File: config.mk
export PLATFORM = sky130hd
export DESIGN_NAME = led_sweep_seq
export DESIGN_NICKNAME = d
export VERILOG_FILES = /design/src/rtl/led_sweep_seq.sv
export SDC_FILE = /design/constraint.sdc
export NUM_CORES = 1
export LEC_CHECK = 0
export ABC_AREA = 1
export BUFFER_PORTS_ARGS = -buffer_cell sky130_fd_sc_hd__clkbuf_2
export CORE_MARGIN = 3
export CORE_UTILIZATION = 39
export DETAILED_ROUTE_END_ITERATION = 12
export GPL_TIMING_DRIVEN = 0
export REMOVE_ABC_BUFFERS = 1
export SYNTH_ARGS = -nofsm -noshare
export SYNTH_HDL_FRONTEND = slang
export SYNTH_SLANG_ARGS = --single-unit
export TNS_END_PERCENT = 5
File: constraint.sdc
create_clock -name clock -period 3.41 [get_ports clock]
set_input_delay 0.1705 -clock clock [delete_from_list [all_inputs] [get_ports clock]]
set_output_delay 0.1705 -clock clock [all_outputs]
set_load 0.1 [all_outputs]
File: src/rtl/led_sweep_seq.sv
// LED sweep sequencer: advances a rotate / ping-pong / flash pattern by one
// step on each rising edge of the upstream rate-counter tick.
module led_sweep_seq #(
    parameter int NB_LEDS = 4,
    parameter int NB_MODE = 2
) (
    input  logic               clock,
    input  logic               i_reset,
    input  logic               i_valid,
    input  logic [NB_MODE-1:0] i_mode,
    output logic [NB_LEDS-1:0] o_led,
    output logic               o_dir,
    output logic               o_step
);

    typedef enum logic [1:0] {
        MODE_ROL   = 2'b00,
        MODE_ROR   = 2'b01,
        MODE_PING  = 2'b10,
        MODE_FLASH = 2'b11
    } mode_e;

    localparam logic [NB_LEDS-1:0] LED_LSB = NB_LEDS'(1);
    localparam logic [NB_LEDS-1:0] LED_MSB = {1'b1, {(NB_LEDS-1){1'b0}}};

    mode_e              r_mode;
    logic               r_valid_d;
    logic [NB_LEDS-1:0] r_led;
    logic               r_dir;
    logic               r_step;

    mode_e              w_mode_in;
    mode_e              w_mode_nxt;
    logic               w_step;
    logic [NB_LEDS-1:0] w_led_nxt;
    logic               w_dir_nxt;
    logic               w_step_nxt;

    assign w_mode_in = mode_e'(i_mode[1:0]);

    always_ff @(posedge clock) begin
        if (i_reset) begin
            r_mode    <= MODE_ROL;
            r_valid_d <= 1'b0;
            r_led     <= LED_LSB;
            r_dir     <= 1'b0;
            r_step    <= 1'b0;
        end else begin
            r_mode    <= w_mode_nxt;
            r_valid_d <= i_valid;
            r_led     <= w_led_nxt;
            r_dir     <= w_dir_nxt;
            r_step    <= w_step_nxt;
        end
    end

    always_comb begin
        w_step     = i_valid & ~r_valid_d;
        w_mode_nxt = r_mode;
        w_led_nxt  = r_led;
        w_dir_nxt  = r_dir;
        w_step_nxt = 1'b0;

        // A mode change reseeds the pattern and swallows any coincident step.
        if (w_mode_in != r_mode) begin
            w_mode_nxt = w_mode_in;
            unique case (w_mode_in)
                MODE_ROL:   w_led_nxt = LED_LSB;
                MODE_ROR:   w_led_nxt = LED_MSB;
                MODE_PING: begin
                    w_led_nxt = LED_LSB;
                    w_dir_nxt = 1'b0;
                end
                MODE_FLASH: w_led_nxt = '0;
            endcase
        end else if (w_step) begin
            w_step_nxt = 1'b1;
            unique case (r_mode)
                MODE_ROL: begin
                    if (r_led == '0)
                        w_led_nxt = LED_LSB;
                    else
                        w_led_nxt = {r_led[NB_LEDS-2:0], r_led[NB_LEDS-1]};
                end
                MODE_ROR: begin
                    if (r_led == '0)
                        w_led_nxt = LED_MSB;
                    else
                        w_led_nxt = {r_led[0], r_led[NB_LEDS-1:1]};
                end
                MODE_PING: begin
                    if (r_led == '0) begin
                        w_led_nxt = LED_LSB;
                        w_dir_nxt = 1'b0;
                    end else begin
                        w_led_nxt = r_dir ? (r_led >> 1) : (r_led << 1);
                        // Reverse on reaching an endpoint so it is lit only once.
                        if (w_led_nxt[NB_LEDS-1])
                            w_dir_nxt = 1'b1;
                        else if (w_led_nxt[0])
                            w_dir_nxt = 1'b0;
                    end
                end
                MODE_FLASH: w_led_nxt = ~r_led;
            endcase
        end
    end

    assign o_led  = r_led;
    assign o_dir  = r_dir;
    assign o_step = r_step;

endmodule
==> results.sh <==
export IMPL_numCtsBuffers=3
export IMPL_synth_area_top_cells="dfxtp_1 (29%), nand2_1 (18%), o21ai_0 (7.1%)"
export IMPL_wire_per_inst_um=11.3
export IMPL_fin_crit_sh=0.418
export IMPL_cp_slowest_cell="clkbuf_2"
export IMPL_io_pins=11
export IMPL_slew_viol_final=0
export IMPL_yosys_warnings=0
export IMPL_run_status="complete, no violations"
export IMPL_synth_seq_cells=9
export IMPL_core_area_um2=1400
export IMPL_area_growth_pct=13.3
export IMPL_die_y_um=46.2
export IMPL_netlist_area_leader_share=0.286
export IMPL_rsz0062_at_grt="false"
export IMPL_hold_violations=0
export IMPL_cts_tree="built"
export IMPL_grt_pass1_vias=610
export IMPL_cts_setup_buffers=0
export IMPL_seqPwrFrac=0.417
export IMPL_preCtsSetupSlack_ns=2.14
export IMPL_total_power_uw=282
export IMPL_place_hpwl_mm=1.10
export IMPL_power_share_clock=0.305
export IMPL_syn_avg_cell_area_um2=6.18
export IMPL_crit_buf_inv=1
export IMPL_maxSlewHeadroom=0.641
export IMPL_drive_gt1_frac=0.228
export IMPL_clockBufferDepth=2
export IMPL_clkLatencyLatePin_ns=0.26
export IMPL_whs_path_depth=3
export IMPL_die_area_um2=2140
export IMPL_hold_path_class="in -> reg"
export IMPL_vias=648
export IMPL_path_cells="clkbuf_2"
export IMPL_cellPowerDensity_nw_per_um2=395
export IMPL_cp_slowest_stage_delay_ns=0.51
export IMPL_pwr_share_comb=0.279
export IMPL_clock_skew_ns=0.000462
export IMPL_leakagePower_nw=0.343
export IMPL_maxCapViolations=0
export IMPL_layout_nets=120
export IMPL_grt_pass1_wl_mm=2.67
export IMPL_cts_clk_slew_worst_paths_ns=0.06
export IMPL_gp_congestion=0.884
export IMPL_cts_resized=0
export IMPL_worstSetupEndpointType="output pin"
export IMPL_grt_start_max_net_pins=10
export IMPL_viasPerCell=5.02
export IMPL_finalWorstSetupSlack_ns=1.98
export IMPL_crit_path_start_kind="register"
export IMPL_io_buffers=10
export IMPL_setup_violations=0
export IMPL_placementRows=13
export IMPL_min_period_ns=1.43
export IMPL_diodes=0
export IMPL_dr_first_iter_drc_count=13
export IMPL_swShare=0.377
export IMPL_p_int_uw=176
export IMPL_path_class="reg -> out"
export IMPL_hold_buffers=0
export IMPL_max_clock_freq_mhz=702
export IMPL_grt_antenna_before_repair=0
export IMPL_synth_distinct_cells=20
export IMPL_p_sw_uw=106
export IMPL_ys_seq_area_frac=0.286
export IMPL_post_route_util=0.511
export IMPL_post_route_drc_count=0
export IMPL_firstDrtPassIters=4
export IMPL_cts_root_buf="clkbuf_4"
export IMPL_htreeDepth=1
export IMPL_yosysTopAreaCell="dfxtp_1"
export IMPL_start_util=0.451
export IMPL_die_w_um=46.2
export IMPL_grt_total_usage=0.175
export IMPL_cp_depth=1
export IMPL_cts_sinks=9
export IMPL_setup_tns_ns=0
export IMPL_arrival_ns=1.25
export IMPL_antenna_left=0
export IMPL_vdd_drop_max_uv=170
export IMPL_wl_mm=1.46
export IMPL_globalRouteOverflowTotal=0
export IMPL_crit_required_ns=3.24
export IMPL_synthCells=102
export IMPL_reg2reg_depth=7
export IMPL_worst_slew_pin_slew_ns=0.541
export IMPL_worstPathMaxFanout=8
export IMPL_path_delay_family="buffers and inverters"
export IMPL_synth_area_um2=631
[cells in the mapped netlist, drive strengths merged]
library cell and count:
clkinv 1, inv 15, nand3 8, nor2 13, o21bai 1, dfxtp 9
nand2 34, nor3 1, o21ai 9, clkbuf 1, buf 1, a21oi 9
[cells by family after synthesis]
family | after synthesis | synth area share
AO/OA/AOI/OAI | 19 | 0.167
AND/OR/NAND/NOR | 56 | 0.423
flip-flops | 9 | 0.286
buffers and inverters | 18 | 0.125
[power by group through the flow]
stage / clock network [mW] / registers, mW / logic (mW)
2_1_floorplan: 0 / 0.141 / 0.0409
3_3_place_gp: 0 / 0.120 / 0.0782
3_5_place_dp: 0 / 0.120 / 0.0785
4_1_cts: 0.0878 / 0.117 / 0.0789
5_1_grt: 0.0929 / 0.118 / 0.0878
6_report: 0.0859 / 0.117 / 0.0786
[tightest hold or removal path: cells and delay by family]
family	cells	cell delay [ns]
and+or+nand+nor	1	0.03
buffers and inverters	2	0.13
[stage by stage]
stage                     std cells  instance area [µm²]  hold slack, ns
after floorplan                 100                  619           0.233
after global placement          125                  688           0.381
after detailed placement        125                  688           0.385
after CTS                       129                  714           0.105
after global routing            129                  714           0.130
final                           129                  714           0.106
[path summary, 6_finish.rpt]
kind                          startpoint                    end  slack, ns
setup / recovery      o_dir$_SDFFE_PP0P_                  o_dir       1.98
hold / removal                   i_valid   r_valid_d$_SDFF_PP0_       0.11
setup reg to reg  r_mode[1]$_SDFFE_PP0N_  o_led[3]$_SDFFE_PP0N_       2.13
hold reg to reg    o_led[1]$_SDFFE_PP0N_  o_led[1]$_SDFFE_PP0N_       0.55
[per-layer routing]
| layer | global-route usage | wire (µm) | vias to the layer above |
|---|---|---|---|
| met2 | 0.255 | 630 | 13 |
| met3 | 0.0234 | 58 | 4 |
| met4 | 0.0852 | 29 | 0 |
| met1 | 0.247 | 737 | 286 |
| li1 | - | - | 345 |
| met5 | 0 | 0 | - |
[placed cells by master, fill, tap and decap left out, drive strengths merged]
| master | instances |
|---|---|
| a21oi | 9 |
| clkbuf | 14 |
| clkinv | 1 |
| dfxtp | 9 |
| inv | 15 |
| nand2 | 34 |
| nand3 | 8 |
| nor2 | 13 |
| nor3 | 1 |
| o21ai | 9 |
| o21bai | 1 |
[sequential cells by signal, summed over array words and instances (netlist names)]
register	cells
r_mode	2
o_dir	1
o_led	4
r_valid_d	1
o_step	1
[layout make-up]
| class | instances | area, µm² |
|---|---|---|
| Clock buffer | 4 | 26.3 |
| Fill cell | 151 | 684 |
| Inverter | 16 | 67.6 |
| Multi-Input combinational cell | 75 | 372 |
| Sequential cell | 9 | 180 |
| Tap cell | 15 | 18.8 |
| Timing Repair Buffer | 10 | 50.0 |
Power figures use the tool's default switching activity.
